--- config.mk ---
export PLATFORM = sky130hd
export DESIGN_NAME = hover_ctrl_flat
export DESIGN_NICKNAME = d
export VERILOG_FILES = /design/src/rtl/hover_pkg.sv /design/src/rtl/hover_ctrl_if.sv /design/src/rtl/seq_divider.sv /design/src/rtl/hover_ctrl.sv /design/src/flat_wrapper.sv
export SDC_FILE = /design/constraint.sdc
export NUM_CORES = 1
export LEC_CHECK = 0
export CORE_MARGIN = 2
export CORE_UTILIZATION = 60
export CTS_CLUSTER_SIZE = 10
export DETAILED_ROUTE_END_ITERATION = 6
export DONT_BUFFER_PORTS = 1
export HOLD_SLACK_MARGIN = 0.02
export PLACE_DENSITY = 0.74
export SLEW_MARGIN = 20
export SYNTH_ARGS = -nofsm -noshare
export SYNTH_HDL_FRONTEND = slang
export SYNTH_HIERARCHICAL = 1
export SYNTH_SLANG_ARGS = --single-unit
--- constraint.sdc ---
create_clock -name clock -period 9.7 [get_ports clock]
set_clock_uncertainty 0.1 [all_clocks]
set_input_delay 2.91 -clock clock [delete_from_list [all_inputs] [get_ports clock]]
set_output_delay 2.91 -clock clock [all_outputs]
set_load 0.1 [all_outputs]
--- src/rtl/hover_pkg.sv ---
// Shared types and defaults for the hover throttle controller.
package hover_pkg;

    localparam int DEF_TOP_Y     = 50;
    localparam int DEF_DEAD_Y    = 306;
    localparam int DEF_HOVER_MAX = 128;
    localparam int DEF_BASE      = 160;

    typedef enum logic [1:0] {
        IDLE,
        ACCUM,
        DIVIDE,
        MAP
    } state_t;

    // Bits needed to encode `value` distinct states; clog2(1) == 0.
    function automatic int clog2(input int value);
        int result = 0;
        int v      = value - 1;
        while (v > 0) begin
            result = result + 1;
            v      = v >> 1;
        end
        return result;
    endfunction

endpackage

--- src/rtl/hover_ctrl_if.sv ---
// Frame handshake and throttle outputs between the hand tracker, the
// controller and the motor mixer.
interface hover_ctrl_if #(
    parameter int NUM_HANDS = 2,
    parameter int Y_W       = 16,
    parameter int OUT_W     = 8
);
    logic                     on;
    logic                     frame_valid;
    logic [NUM_HANDS*Y_W-1:0] y_flat;
    logic [NUM_HANDS-1:0]     hand_valid;
    logic                     busy;
    logic [OUT_W-1:0]         target;
    logic [OUT_W-1:0]         hover;
    logic                     track_lost;

    modport master (
        output on, frame_valid, y_flat, hand_valid,
        input  busy, target, hover, track_lost
    );

    modport slave (
        input  on, frame_valid, y_flat, hand_valid,
        output busy, target, hover, track_lost
    );

endinterface

--- src/rtl/seq_divider.sv ---
// Restoring unsigned divider: loads on start, then takes exactly SUM_W cycles
// and pulses done for one cycle. A zero divisor yields a zero quotient.
module seq_divider
    import hover_pkg::*;
#(
    parameter int SUM_W = 17
) (
    input  logic             clock,
    input  logic             reset,
    input  logic             start,
    input  logic [SUM_W-1:0] dividend,
    input  logic [SUM_W-1:0] divisor,
    output logic             done,
    output logic [SUM_W-1:0] quotient
);
    localparam int STEP_W = clog2(SUM_W + 1);

    logic [SUM_W-1:0]  rem_q, quo_q, div_q;
    logic [STEP_W-1:0] steps_q;
    logic              zero_q, done_q;
    logic [SUM_W:0]    rem_sh, rem_sub, rem_nxt;
    logic              fits;

    // The dividend shifts out of quo_q as quotient bits shift in.
    assign rem_sh  = {rem_q, quo_q[SUM_W-1]};
    assign rem_sub = rem_sh - {1'b0, div_q};
    assign fits    = (rem_sh >= {1'b0, div_q});
    assign rem_nxt = fits ? rem_sub : rem_sh;

    // NOTE: non-blocking assignments so every register samples pre-edge values.
    always_ff @(posedge clock) begin
        if (!reset) begin
            rem_q   <= '0;
            quo_q   <= '0;
            div_q   <= '0;
            steps_q <= '0;
            zero_q  <= 1'b0;
            done_q  <= 1'b0;
        end else begin
            done_q <= 1'b0;
            if (start) begin
                rem_q   <= '0;
                quo_q   <= dividend;
                div_q   <= divisor;
                zero_q  <= (divisor == '0);
                steps_q <= STEP_W'(SUM_W);
            end else if (steps_q != '0) begin
                rem_q   <= SUM_W'(rem_nxt);
                quo_q   <= {quo_q[SUM_W-2:0], fits};
                steps_q <= steps_q - 1'b1;
                done_q  <= (steps_q == STEP_W'(1));
            end
        end
    end

    assign done     = done_q;
    assign quotient = zero_q ? '0 : quo_q;

endmodule

--- src/rtl/hover_ctrl.sv ---
// Hover throttle controller: averages usable hand heights per frame, maps the
// average to a throttle setpoint and slew-limits the hover output toward it.
module hover_ctrl
    import hover_pkg::*;
#(
    parameter int NUM_HANDS = 2,
    parameter int Y_W       = 16,
    parameter int OUT_W     = 8,
    parameter int TOP_Y     = DEF_TOP_Y,
    parameter int DEAD_Y    = DEF_DEAD_Y,
    parameter int HOVER_MAX = DEF_HOVER_MAX,
    parameter int BASE      = DEF_BASE,
    parameter int SHIFT     = 1,
    parameter int SLEW_STEP = 4,
    parameter int SLEW_DIV  = 1000,
    parameter int TIMEOUT   = 2000000
) (
    input  logic        clock,
    input  logic        reset,
    hover_ctrl_if.slave bus
);
    localparam int SUM_W = Y_W + clog2(NUM_HANDS);
    localparam int IDX_W = (NUM_HANDS > 1) ? clog2(NUM_HANDS) : 1;
    localparam int CNT_W = clog2(NUM_HANDS + 1);
    localparam int PRE_W = (SLEW_DIV > 1) ? clog2(SLEW_DIV) : 1;
    localparam int TO_W  = clog2(TIMEOUT + 1);
    localparam int MAP_W = OUT_W + Y_W;

    state_t                   state_q, state_nxt;
    logic [NUM_HANDS*Y_W-1:0] y_q;
    logic [NUM_HANDS-1:0]     hv_q;
    logic [IDX_W-1:0]         idx_q;
    logic [SUM_W-1:0]         sum_q, sum_nxt, quotient;
    logic [CNT_W-1:0]         cnt_q, cnt_nxt;
    logic                     dead_q, lost_q;
    logic [OUT_W-1:0]         target_q, hover_q, map_value, slew_value;
    logic [OUT_W-1:0]         eff_target, gap, step;
    logic [PRE_W-1:0]         pre_q;
    logic [TO_W-1:0]          to_q;
    logic [Y_W-1:0]           cur_y;
    logic signed [MAP_W-1:0]  mapped;
    logic                     usable, last_hand, accept, tick, div_start, div_done;

    assign cur_y     = y_q[idx_q*Y_W +: Y_W];
    assign usable    = hv_q[idx_q] && (cur_y != '0);
    assign last_hand = (idx_q == IDX_W'(NUM_HANDS - 1));
    assign accept    = (state_q == IDLE) && bus.frame_valid;
    assign sum_nxt   = sum_q + (usable ? SUM_W'(cur_y) : '0);
    assign cnt_nxt   = cnt_q + CNT_W'(usable);
    assign tick      = (pre_q == PRE_W'(SLEW_DIV - 1));

    // Loaded on the last accumulate edge with the sum including the final hand.
    seq_divider #(.SUM_W(SUM_W)) u_div (
        .clock    (clock),
        .reset    (reset),
        .start    (div_start),
        .dividend (sum_nxt),
        .divisor  (SUM_W'(cnt_nxt)),
        .done     (div_done),
        .quotient (quotient)
    );

    always_ff @(posedge clock) begin
        if (!reset) state_q <= IDLE;
        else        state_q <= state_nxt;
    end

    // NOTE: every output gets a default first so no path can infer a latch.
    always_comb begin
        state_nxt = state_q;
        div_start = 1'b0;
        case (state_q)
            IDLE:    if (bus.frame_valid) state_nxt = ACCUM;
            ACCUM:   if (last_hand) begin
                         state_nxt = DIVIDE;
                         div_start = 1'b1;
                     end
            DIVIDE:  if (div_done) state_nxt = MAP;
            MAP:     state_nxt = IDLE;
            default: state_nxt = IDLE;
        endcase
    end

    // Signed mapping so BASE - avg/2 going negative clamps instead of wrapping.
    always_comb begin
        mapped    = $signed(MAP_W'(BASE)) - $signed(MAP_W'(quotient >> SHIFT));
        map_value = '0;
        if (!bus.on || dead_q || (cnt_q == '0))             map_value = '0;
        else if (quotient < SUM_W'(TOP_Y))                  map_value = OUT_W'(HOVER_MAX);
        else if (mapped[MAP_W-1])                           map_value = '0;
        else if (mapped > $signed(MAP_W'(HOVER_MAX)))       map_value = OUT_W'(HOVER_MAX);
        else                                                map_value = OUT_W'(mapped);
    end

    // NOTE: the captured frame is reset along with the rest so an aborted frame
    // leaves nothing behind for the next one.
    always_ff @(posedge clock) begin
        if (!reset) begin
            y_q      <= '0;
            hv_q     <= '0;
            idx_q    <= '0;
            sum_q    <= '0;
            cnt_q    <= '0;
            dead_q   <= 1'b0;
            target_q <= '0;
        end else begin
            if (accept) begin
                y_q    <= bus.y_flat;
                hv_q   <= bus.hand_valid;
                idx_q  <= '0;
                sum_q  <= '0;
                cnt_q  <= '0;
                dead_q <= 1'b0;
            end else if (state_q == ACCUM) begin
                sum_q <= sum_nxt;
                cnt_q <= cnt_nxt;
                idx_q <= idx_q + 1'b1;
                if (usable && (cur_y > Y_W'(DEAD_Y))) dead_q <= 1'b1;
            end
            if (state_q == MAP) target_q <= map_value;
        end
    end

    always_comb begin
        eff_target = lost_q ? '0 : target_q;
        step       = OUT_W'(SLEW_STEP);
        gap        = '0;
        slew_value = hover_q;
        if (eff_target >= hover_q) begin
            gap        = eff_target - hover_q;
            slew_value = hover_q + ((gap > step) ? step : gap);
        end else begin
            gap        = hover_q - eff_target;
            slew_value = hover_q - ((gap > step) ? step : gap);
        end
    end

    // Disabling flight drops hover immediately, ahead of any slew step.
    always_ff @(posedge clock) begin
        if (!reset) begin
            pre_q   <= '0;
            hover_q <= '0;
        end else begin
            pre_q <= tick ? '0 : pre_q + 1'b1;
            if (!bus.on)   hover_q <= '0;
            else if (tick) hover_q <= slew_value;
        end
    end

    always_ff @(posedge clock) begin
        if (!reset) begin
            to_q   <= '0;
            lost_q <= 1'b0;
        end else if (accept) begin
            to_q   <= '0;
            lost_q <= 1'b0;
        end else if (to_q != TO_W'(TIMEOUT)) begin
            to_q <= to_q + 1'b1;
            if (to_q == TO_W'(TIMEOUT - 1)) lost_q <= 1'b1;
        end
    end

    assign bus.busy       = (state_q != IDLE);
    assign bus.target     = target_q;
    assign bus.hover      = hover_q;
    assign bus.track_lost = lost_q;

endmodule

--- src/flat_wrapper.sv ---
// flat-port wrapper written by rule: the top's interface ports become plain ports
module hover_ctrl_flat import hover_pkg::*;
#(
    parameter int NUM_HANDS = 2,
    parameter int Y_W       = 16,
    parameter int OUT_W     = 8,
    parameter int TOP_Y     = DEF_TOP_Y,
    parameter int DEAD_Y    = DEF_DEAD_Y,
    parameter int HOVER_MAX = DEF_HOVER_MAX,
    parameter int BASE      = DEF_BASE,
    parameter int SHIFT     = 1,
    parameter int SLEW_STEP = 4,
    parameter int SLEW_DIV  = 1000,
    parameter int TIMEOUT   = 2000000
)
  (clock, reset, bus_on, bus_frame_valid, bus_y_flat, bus_hand_valid, bus_busy, bus_target, bus_hover, bus_track_lost);
  hover_ctrl_if #(.NUM_HANDS(NUM_HANDS), .Y_W(Y_W), .OUT_W(OUT_W)) bus_i ();
  input  logic clock;
  input  logic reset;
  input wire logic [$bits(bus_i.on)-1:0] bus_on;
  input wire logic [$bits(bus_i.frame_valid)-1:0] bus_frame_valid;
  input wire logic [$bits(bus_i.y_flat)-1:0] bus_y_flat;
  input wire logic [$bits(bus_i.hand_valid)-1:0] bus_hand_valid;
  output wire logic [$bits(bus_i.busy)-1:0] bus_busy;
  output wire logic [$bits(bus_i.target)-1:0] bus_target;
  output wire logic [$bits(bus_i.hover)-1:0] bus_hover;
  output wire logic [$bits(bus_i.track_lost)-1:0] bus_track_lost;
  assign bus_i.on = bus_on;
  assign bus_i.frame_valid = bus_frame_valid;
  assign bus_i.y_flat = bus_y_flat;
  assign bus_i.hand_valid = bus_hand_valid;
  assign bus_busy = bus_i.busy;
  assign bus_target = bus_i.target;
  assign bus_hover = bus_i.hover;
  assign bus_track_lost = bus_i.track_lost;
  hover_ctrl #(.NUM_HANDS(NUM_HANDS), .Y_W(Y_W), .OUT_W(OUT_W), .TOP_Y(TOP_Y), .DEAD_Y(DEAD_Y), .HOVER_MAX(HOVER_MAX), .BASE(BASE), .SHIFT(SHIFT), .SLEW_STEP(SLEW_STEP), .SLEW_DIV(SLEW_DIV), .TIMEOUT(TIMEOUT)) u_core (.clock(clock), .reset(reset), .bus(bus_i));
endmodule
# After elaboration in Yosys (flattened, before gate mapping)
# Index checks and enable logic that the tools add are counted.
# totals
out_inout_bits,18
register_bits,148
wordCells,96
input_bits,38
# op_classes
n_reduce_logical,21
mux,23
bitwise_logic,2
shifts,1
magnitude_cmp,8
n_eq_ne,10
add_sub_neg,12
# op_table
cell,count
$mux W17,4
$mux W8,8
$shiftx A32 B6 Y16,1
$gt A24 B9 Y1 const B,1
$sub A8 B8 Y8,3
$add A21 B1 Y21 const B,1
$eq A21 B21 Y1 const B,1
$ne A21 B21 Y1 const B,1
$ge A18 B2 Y1,1
$add A17 B17 Y17,1
$logic_not A17 Y1,1
$lt A17 B6 Y1 const B,1
$sub A17 B2 Y17,1
$sub A8 B16 Y17 const A,1
$gt A16 B9 Y1 const B,1
$gt A8 B3 Y1 const B,2
$mux W16,1
$reduce_bool A16 Y1,1
$add A10 B1 Y10 const B,1
$eq A10 B10 Y1 const B,1
$mux W5,2
$add A8 B8 Y8,1
$ge A8 B8 Y1,1
$pmux W2 S4,1
22 further kinds,39

# Longest topological paths before layout
# Gate-level depths: netlist of the first run.
# logic_depth
ltp_word,7
mapped_depth,22
depth_no_buf,21

# Modules after synthesis
# The synthesis of the first run kept the hierarchy.
# modules_own_cells
module,area_each_um2,n_inst,seq_area_each_um2,cells_per_inst
hover_ctrl,6795.3,1,2102.0,852
seq_divider,3459.6,1,1161.1,409

# Worst setup path before layout of the first run
# No wires, ideal clock.
# synth_path
path_type,register -> register
from,register u_core.hover_q[1] (netlist: u_core/bus.hover[1])
to,register u_core.hover_q[7] (netlist: u_core/bus.hover[7])
period_less_slack_ns,5.639
setup_slack_ns,4.061
path_stages_with_launch,18
t_arrival_ns,5.477
t_required_ns,9.538
path_buffers,0
setup_time_ns,0.062
cell_sequence,dfxtp_1 -> inv_1 -> ha_1 -> and2b_1 -> o21ba_2 -> or4_4 -> a2111oi_4 -> nand2_1 -> or2_2 -> ha_1 -> a22o_1 -> ha_1 -> a21oi_1 -> o211ai_1 -> o41ai_1 -> nand4_1 -> mux2_4 -> nand3_1
# synth_between
elab_chain_cells,5
elab_cells_between_ends,10
classes_between,add/sub: 4; order compare: 3; mux: 3
# synth_rtl
element,line_no,rtl
"start, declared",hover_ctrl.sv:36,"logic [OUT_W-1:0] target_q, hover_q, map_value, slew_value;"
"start signal, assigned",hover_ctrl.sv:146,else if (tick) hover_q <= slew_value;
"$sub A8 B8 Y8, on equally long branches","hover_ctrl.sv:133, hover_ctrl.sv:130",
"$gt A8 B3 Y1, on equally long branches","hover_ctrl.sv:134, hover_ctrl.sv:131",
"$mux W8, on equally long branches","hover_ctrl.sv:134, hover_ctrl.sv:131",
$sub A8 B8 Y8 or $add A8 B8 Y8 (tied branches),"hover_ctrl.sv:134, hover_ctrl.sv:131",
$mux W8 *,hover_ctrl.sv:129,if (eff_target >= hover_q) begin
# Every way passes the cells marked *; elsewhere a longest branch is shown, timed or not.
# A chain may end at the register's enable or synchronous reset.

# Final worst setup path of the first run
# Same ends and word-level chain as after synthesis.

==> reports/metrics.yaml, run 1 <==
outcome: "completed"
peakVddDrop_uv: 144
ioPinCount: 56
gp_congestion: 0.952
grt_max_degree: 88
drcViolationCount: 0
ctsResizeCount: 0
r2r_start: "u_core/bus.hover[1]"
rsz0062_at_grt: "no"
syn_inst: 1260
leakagePower_nw: 4.51
clk_pin_slew_ns: 0.06
utilization: 0.668
rows: 47
overflow: 0
power_mw: 2.47
hold_class: "reg -> reg"
min_from: "u_core/pre_q[0]"
fin_crit_sh: 0.631
hold_path_depth: 1
cts_hold_buf: 0
die_y_um: 135
cap_viol_max_count: 0
powerDensity_nw_per_um2: 222
dp_cells: 1466
htree_num_levels: 4
r2r_setup_slack_ns: 3.58
grt_pass1_vias: 7745
clock_latency_ns: 0.43
relSlewSlack: 0.234
whs_ns: 0.356
synthToLayoutAreaGrowth_pct: 8.47
path_class: "reg -> reg"
antenna_found_initial: 0
required_ns: 9.97
hold_viol: 0
grt_pass1_wl_um: 36500
r2r_end: "u_core/bus.hover[7]"
drt-total-wl_um: 21900
dr_total_vias: 8454
routed_via_density: 5.64
diodes: 0
start_util: 0.616
yosys_warnings: 6
drt_iter0_markers: 547
cts_buffer_depth: 2
cts_setup_buffers: 0
stdcell_count: 1498
multi_input_area_um2: 6630
design_area_um2: 11100
maxSlewViolCount: 0
final_layout_size_suffix_gt1_frac: 0.0516
die_area_um2: 18100
arrival_ns: 6.39
start_kind: "flop"
syn_area_per_cell_um2: 8.13
route.antenna.remaining_nets: 0
seqCellArea_um2: 3260
n_fill_cell: 1424
fmax_mhz: 163
reg2regPathDepth: 17
core_um2: 16600
cts.sink_count: 163
fin_crit_ns: 6.12
track_usage: 0.244
setup_viol: 0
dp_hpwl_um: 15700
dr.pass1.iters: 5
worst_slew_pin_slew_ns: 1.15
path_max_fanout: 5
fin_nets: 1380
floorplan.die.width_um: 135
synth.cell_area_um2: 10200
numCtsBuffers: 17
place_ws_ns: 3.62
place_area_um2: 10500
wl_per_cell_um: 14.6
worst_slack_ns: 3.58
cp-end-kind: "flop"
tns_ns: 0
holdPathEnd: "u_core/pre_q[0]"
cts-root-buf: "clkbuf_16"
io_buffers: 0
cts_tree: "yes"
## cell type report
type | count | share of cell area
sequential | 163 | 0.294
clock buffer | 22 | 0.0418
multi-input combinational | 1007 | 0.596
tap | 220 | 0.0248
clock inverter | 10 | 0.0155
timing repair buffer | 8 | 0.00540
inverter | 68 | 0.0230
## metal layers
layer	GRT usage	routed length (µm)	vias up
li1	-	-	4342
met4	0.0731	317	0
met3	0.0413	804	27
met1	0.328	10500	3929
met2	0.403	10300	156
met5	0	0	-
## power breakdown
part | leakage (nW) | internal [mW] | switching, mW
combinational | 2.88 | 0.375 | 0.555
sequential | 1.32 | 0.745 | 0.0642
clock | 0.303 | 0.448 | 0.282
total | 4.51 | 1.57 | 0.901
## cell usage in the layout, fill, tap and decap left out, types with 26 or more instances in the layout
| cell type | n |
|---|---|
| nand2_1 | 173 |
| xor2_1 | 34 |
| nor2b_1 | 46 |
| o21ai_0 | 68 |
| mux2i_1 | 79 |
| a21boi_0 | 36 |
| dfxtp_1 | 163 |
| ha_1 | 72 |
| xnor2_1 | 33 |
| and2_1 | 26 |
| inv_1 | 68 |
| nor2_1 | 101 |
| conb_1 | 30 |
| nand3_1 | 32 |
| a21oi_1 | 52 |
## worst max-delay path: stages, from the launching register on
cell,delay (ns)
dfxtp_1,1.05
inv_1,0.35
ha_1,0.44
and2b_1,0.19
o21ba_2,0.22
or4_4,0.43
a2111oi_4,0.46
nand2_1,0.17
or2_2,0.31
ha_1,0.32
a22o_1,0.22
ha_1,0.26
a21oi_1,0.20
o211ai_1,0.16
o41ai_1,0.53
nand4_1,0.23
mux2_4,0.35
nand3_1,0.07
## flip-flops by register name, indices dropped and copies added (netlist names), 2 cells and up
name                  cells
u_core/bus.hover          8
u_core/bus.target         8
u_core/cnt_q              2
u_core/hv_q               2
u_core/pre_q             10
u_core/state_q            2
u_core/sum_q             17
u_core/to_q              21
u_core/u_div/div_q       17
u_core/u_div/quo_q       17
u_core/u_div/rem_q       17
u_core/u_div/steps_q      5
u_core/y_q               32
## worst max path at each step
stage | startpoint | to | slack (ns) | cells past startpoint
3_5_place_dp | u_core/bus.hover[1] | u_core/bus.hover[7] | 3.62 | 17
6_report | u_core/bus.hover[1] | u_core/bus.hover[7] | 3.58 | 17
2_1_floorplan | u_core/bus.hover[1] | u_core/bus.hover[7] | 4.06 | 17
3_3_place_gp | u_core/bus.hover[1] | u_core/bus.hover[7] | 3.77 | 17
4_1_cts | u_core/bus.hover[1] | u_core/bus.hover[7] | 3.64 | 17
5_1_grt | u_core/bus.hover[1] | u_core/bus.hover[7] | 3.28 | 17
No activity file was read; power rests on OpenSTA's default activity.
==> run 2, diff against run 1 <==
- clock period: 9.7 -> 6.25 ns (I/O delays scaled with it)
==> run 2 against run 1 <==
  * Clock-buffer cell count fell by 4
  * Worst hold slack lost 0.0037 ns
  * Via count up 0.79%
  * Critical path depth grew 1
  * Sequential share of layout area shrank 0.27 points
  * Sequential cell count unchanged
  * Clock power rose by 50%
  * Setup slack worse by 2.8 ns
  * First-iteration DRC count shrank 30%
  * Critical path type unchanged
  * Highest routed layer unchanged
  * Fmax grew 12%
  * Final cell count up 1.0%
  * Global-route usage rose by 0.47 points
==> reports/metrics.yaml, run 2 (synthesis gave the netlist of run 1 again) <==
outcome: "completed"
hold_path_depth: 1  # unchanged
fin_crit_ns: 5.47  # -0.652 ns
peakVddDrop_uv: 299  # +110%
die_y_um: 135  # unchanged
fin_nets: 1395  # +1.1%
drt_iter0_markers: 382  # -30%
relSlewSlack: 0.321  # +0.0864
worst_slew_pin_slew_ns: 1.02  # -0.128 ns
required_ns: 6.52  # -3.45 ns
clock_latency_ns: 0.43  # about the same
final_common_cell: "nand2_1"
ctsResizeCount: 0  # unchanged
track_usage: 0.249  # +0.00469
largest_reg_flops: 32  # unchanged
reg2regPathDepth: 18  # +1
core_um2: 16600  # unchanged
fin_crit_sh: 0.875  # +0.244
place_ws_ns: 0.808  # -2.81 ns
start_kind: "flop"
maxSlewViolCount: 0  # unchanged
r2r_end: "u_core/bus.hover[7]"
start_util: 0.616  # unchanged
gp_congestion: 0.923  # -3.0%
cts.sink_count: 163  # unchanged
dr.pass1.iters: 5  # unchanged
tns_ns: 0  # unchanged
drcViolationCount: 0  # unchanged
setup_viol: 0  # unchanged
critPathTopFamily: "compound AO/OA/AOI/OAI gates"
final_layout_size_suffix_gt1_frac: 0.0650  # +0.0133
io_buffers: 0  # unchanged
hold_class: "reg -> reg"
whs_ns: 0.352  # -0.00372 ns
slowest_delay_ns: 0.57  # -0.48 ns
holdPathEnd: "u_core/pre_q[0]"
arrival_ns: 5.74  # -0.65 ns
diodes: 0  # unchanged
overflow: 0  # unchanged
cts_buffer_depth: 2  # unchanged
rsz0062_at_grt: "no"
cp-end-kind: "flop"
floorplan.die.width_um: 135  # unchanged
utilization: 0.674  # +0.00616
cts_hold_buf: 0  # unchanged
slowest_stage: "o41ai_1"
die_area_um2: 18100  # unchanged
wl_per_cell_um: 14.5  # -0.81%
routed_via_density: 5.63  # -0.21%
min_from: "u_core/pre_q[0]"
cts-root-buf: "clkbuf_16"
r2r_start: "u_core/bus.hover[1]"
drt-total-wl_um: 22000  # +0.18%
dp_hpwl_um: 15800  # +0.75%
rows: 47  # unchanged
numCtsBuffers: 17  # unchanged
dr_total_vias: 8521  # +0.79%
cts_setup_buffers: 0  # unchanged
top_regs: "u_core/y_q: 32 flops, u_core/to_q: 21 flops"
clk_pin_slew_ns: 0.07  # about the same
route.antenna.remaining_nets: 0  # unchanged
synthToLayoutAreaGrowth_pct: 9.47
grt_pass1_vias: 8073  # +4.2%
htree_num_levels: 4  # unchanged
design_area_um2: 11200  # +0.92%
cp_num_buf_inv: 2  # +1
path_class: "reg -> reg"
regMostFlops: "u_core/y_q"
antenna_found_initial: 0  # unchanged
worstPathCellList: "buf_4 -> inv_1 -> ha_1 -> and2b_1 -> o21ba_2 -> or4_4 -> a2111oi_4 -> nand2_1 -> or2_2 -> ha_1 -> a22o_1 -> ha_1 -> a21oi_1 -> o211ai_1 -> o41ai_1 -> nand4_1 -> mux2_4 -> nand3_1"
final_cell_mix: "173 x nand2_1, 163 x dfxtp_1, 101 x nor2_1"
ioPinCount: 56  # unchanged
leakagePower_nw: 4.59  # +1.8%
cts_tree: "yes"
n_fill_cell: 1413  # -0.77%
fmax_mhz: 183  # +12%
place_area_um2: 10600  # +1.1%
cp_common_cell: "ha_1"
worst_slack_ns: 0.781  # -2.80 ns
r2r_setup_slack_ns: 0.78  # -2.80 ns
hold_viol: 0  # unchanged
powerDensity_nw_per_um2: 338  # +52%
cap_viol_max_count: 0  # unchanged
grt_pass1_wl_um: 37600  # +2.8%
grt_max_degree: 88  # unchanged
path_max_fanout: 5  # unchanged
[run 2: layout make-up]
type | instances | area (µm²) | area share
Sequential cell | 163 | 3260 | 0.291
Timing Repair Buffer | 23 | 173 | 0.0154
Clock buffer | 18 | 439 | 0.0391
Tap cell | 220 | 275 | 0.0245
Multi-Input combinational cell | 1007 | 6630 | 0.591
Clock inverter | 14 | 188 | 0.0167
Inverter | 68 | 255 | 0.0228
[run 2: layer usage]
| metal | vias up | GRT usage | part of all wire |
|---|---|---|---|
| li1 | 4362 | - | - |
| met1 | 3991 | 0.328 | 0.48 |
| met2 | 151 | 0.420 | 0.47 |
| met3 | 17 | 0.0458 | 0.038 |
| met4 | 0 | 0.0678 | 0.011 |
| met5 | - | 0 | 0 |
[run 2: power by group]
part           leakage [nW]  switching [mW]  internal (mW)
clock network         0.301           0.481          0.621
logic                  2.96           0.850          0.581
registers              1.32           0.102           1.16
total                  4.59            1.43           2.36
[run 2: worst reg2reg max path, cell delays in order, from the launching register on]
cell and delay, ns:
dfxtp_1 0.31, buf_4 0.30, inv_1 0.22, ha_1 0.38, and2b_1 0.19, o21ba_2 0.22, or4_4 0.43, a2111oi_4 0.46
nand2_1 0.18, or2_2 0.32, ha_1 0.32, a22o_1 0.22, ha_1 0.26, a21oi_1 0.21, o211ai_1 0.16, o41ai_1 0.57
nand4_1 0.20, mux2_4 0.30, nand3_1 0.07
[run 2: worst max-delay path by stage]
stage | startpoint | to | slack (ns) | cells after the start
after detailed placement | u_core/bus.hover[1] | u_core/bus.hover[7] | 0.81 | 18
final | u_core/bus.hover[1] | u_core/bus.hover[7] | 0.78 | 18
after floorplan | u_core/bus.hover[1] | u_core/bus.hover[7] | 0.61 | 17
after CTS | u_core/bus.hover[1] | u_core/bus.hover[7] | 0.79 | 18
after global placement | u_core/bus.hover[1] | u_core/bus.hover[7] | 0.98 | 18
after global routing | u_core/bus.hover[1] | u_core/bus.hover[7] | 0.41 | 18
[run 2: stage by stage]
step	instances	total power, mW
floorplan	1289	2.47
global placement	1481	2.68
detailed placement	1481	2.70
CTS	1513	3.81
global route	1513	4.04
finish	1513	3.79
==> run 3, diff against run 2 <==
- CORE_UTILIZATION: 60 -> 65
- PLACE_DENSITY: 0.74 -> 0.79
==> run 3 against run 2 <==
  * Clock power is 6% lower
  * Global-route usage is 2.1 points higher
  * First-iteration DRC count is 58% higher
  * Routed wire length is 1.1% higher
  * Non-clock buffer count is 1 lower
  * Critical path type unchanged
==> reports/metrics.yaml, run 3 (synthesis gave the netlist of run 1 again) <==
outcome: "completed"
peakVddDrop_uv: 314  # +5.2%
gr-usage-met3: 0.0520  # +0.00623
maxSlewViolCount: 0  # unchanged
stdcell_count: 1503  # -0.66%
cts_setup_buffers: 0  # unchanged
fin_crit_ns: 5.38  # -0.0909 ns
rows: 45  # -4.3%
floorplan.die.width_um: 130  # -3.8%
track_usage: 0.270  # +0.0213
regMostFlops: "u_core/y_q"
path_class: "reg -> reg"
dr.pass1.iters: 5  # unchanged
largest_reg_flops: 32  # unchanged
cts-root-buf: "clkbuf_16"
rsz0062_at_grt: "no"
r2r_setup_slack_ns: 0.87  # +0.09 ns
grt_pass1_wl_um: 36900  # -1.7%
relSlewSlack: 0.286  # -0.0343
arrival_ns: 5.66  # -0.08 ns
wl_per_cell_um: 14.8  # +1.8%
worst_slack_ns: 0.871  # +0.0909 ns
numCtsBuffers: 17  # unchanged
die_area_um2: 16800  # -7.5%
die_y_um: 130  # -3.8%
drt_iter0_markers: 605  # +58%
met1_usage: 0.351  # +0.0233
setup_viol: 0  # unchanged
n_fill_cell: 1246  # -12%
grt_max_degree: 88  # unchanged
cts.sink_count: 163  # unchanged
multi_input_area_um2: 6630  # about the same
cts_hold_buf: 0  # unchanged
ioPinCount: 56  # unchanged
top_regs: "u_core/y_q: 32 flops, u_core/to_q: 21 flops"
fmax_mhz: 186  # +1.7%
drcViolationCount: 0  # unchanged
start_kind: "flop"
drt-total-wl_um: 22200  # +1.1%
cap_viol_max_count: 0  # unchanged
final_cell_mix: "172 x nand2_1, 163 x dfxtp_1, 101 x nor2_1"
whs_ns: 0.363  # +0.0113 ns
io_buffers: 0  # unchanged
grt_pass1_vias: 7915  # -2.0%
dp_hpwl_um: 15900  # +0.45%
gp_congestion: 0.923  # about the same
path_max_fanout: 7  # +2
cts_tree: "yes"
core_um2: 15300  # -8.0%
tns_ns: 0  # unchanged
ctsResizeCount: 0  # unchanged
worst_slew_pin_slew_ns: 1.07  # +0.0515 ns
final_common_cell: "nand2_1"
seqCellArea_um2: 3260  # unchanged
overflow: 0  # unchanged
synthToLayoutAreaGrowth_pct: 8.92
hold_class: "reg -> reg"
clk_pin_slew_ns: 0.07  # about the same
antenna_found_initial: 0  # unchanged
place_ws_ns: 0.915  # +0.107 ns
htree_num_levels: 4  # unchanged
top_usage_layer: "met2"
gr-usage-met2: 0.451  # +0.0309
fin_crit_sh: 0.861  # -0.0146
dp_cells: 1471  # -0.68%
required_ns: 6.53  # about the same
routed_via_density: 5.67  # +0.74%
final_layout_size_suffix_gt1_frac: 0.0650  # about the same
start_util: 0.669  # +0.0534
cp-end-kind: "flop"
cts_buffer_depth: 2  # unchanged
fin_nets: 1394  # -0.072%
diodes: 0  # unchanged
power_mw: 3.74  # -1.4%
route.antenna.remaining_nets: 0  # unchanged
leakagePower_nw: 4.56  # -0.54%
clock_latency_ns: 0.43  # about the same
dr_total_vias: 8527  # +0.070%
powerDensity_nw_per_um2: 335  # -0.91%
hold_viol: 0  # unchanged
[run 3: cell count changes in the layout (fill, tap and decap cells not counted)]
| cell | previous run | this run |
|---|---|---|
| nand2_2 | 2 | 3 |
| bufinv_16 | 2 | 0 |
| buf_4 | 23 | 22 |
| clkinv_4 | 1 | 3 |
| nand2_1 | 173 | 172 |
| clkbuf_8 | 1 | 0 |
| clkinv_8 | 2 | 3 |
[run 3: where the power goes]
group	switching (mW)	internal (mW)	total [mW]
Combinational	0.871	0.580	1.45
Clock	0.493	0.534	1.03
Sequential	0.103	1.16	1.26
Total	1.47	2.27	3.74
[run 3: critical path, cell delays in order (launching register included)]
cell and delay, ns:
dfxtp_1 0.36, buf_4 0.34, nand2b_1 0.19, ha_1 0.31, nand3_1 0.13, o21ba_2 0.19, or4_4 0.44, a2111oi_4 0.46
nand2_1 0.17, or2_2 0.32, ha_1 0.31, a22o_1 0.22, ha_1 0.26, a21oi_1 0.20, o211ai_1 0.15, o41ai_1 0.57
nand4_1 0.21, mux2_4 0.30, nand3_1 0.07
[run 3: final timing paths]
kind	startpoint	to	depth (start not counted)
setup / recovery	u_core/bus.track_lost	u_core/bus.hover[7]	18
hold / removal	u_core/pre_q[0]	u_core/pre_q[0]	1
setup reg to reg	u_core/bus.track_lost	u_core/bus.hover[7]	18
hold reg to reg	u_core/pre_q[0]	u_core/pre_q[0]	1
[run 3: routing by layer]
layer  vias to the layer above  share of wire
met5                         -              0
li1                       4367              -
met2                       191           0.47
met3                        37          0.047
met4                         0          0.020
met1                      3932           0.47
[run 3: area by class of cell]
| class | instances | area share |
|---|---|---|
| inverter | 68 | 0.0229 |
| timing repair buffer | 22 | 0.0148 |
| tap | 211 | 0.0236 |
| multi-input combinational | 1007 | 0.594 |
| clock buffer | 17 | 0.0381 |
| clock inverter | 15 | 0.0145 |
| sequential | 163 | 0.292 |
[run 3: metrics by stage]
step | cell area (µm²) | util
finish | 11200 | 0.729
global route | 11200 | 0.729
CTS | 11200 | 0.729
detailed placement | 10600 | 0.691
global placement | 10600 | 0.690
floorplan | 10400 | -
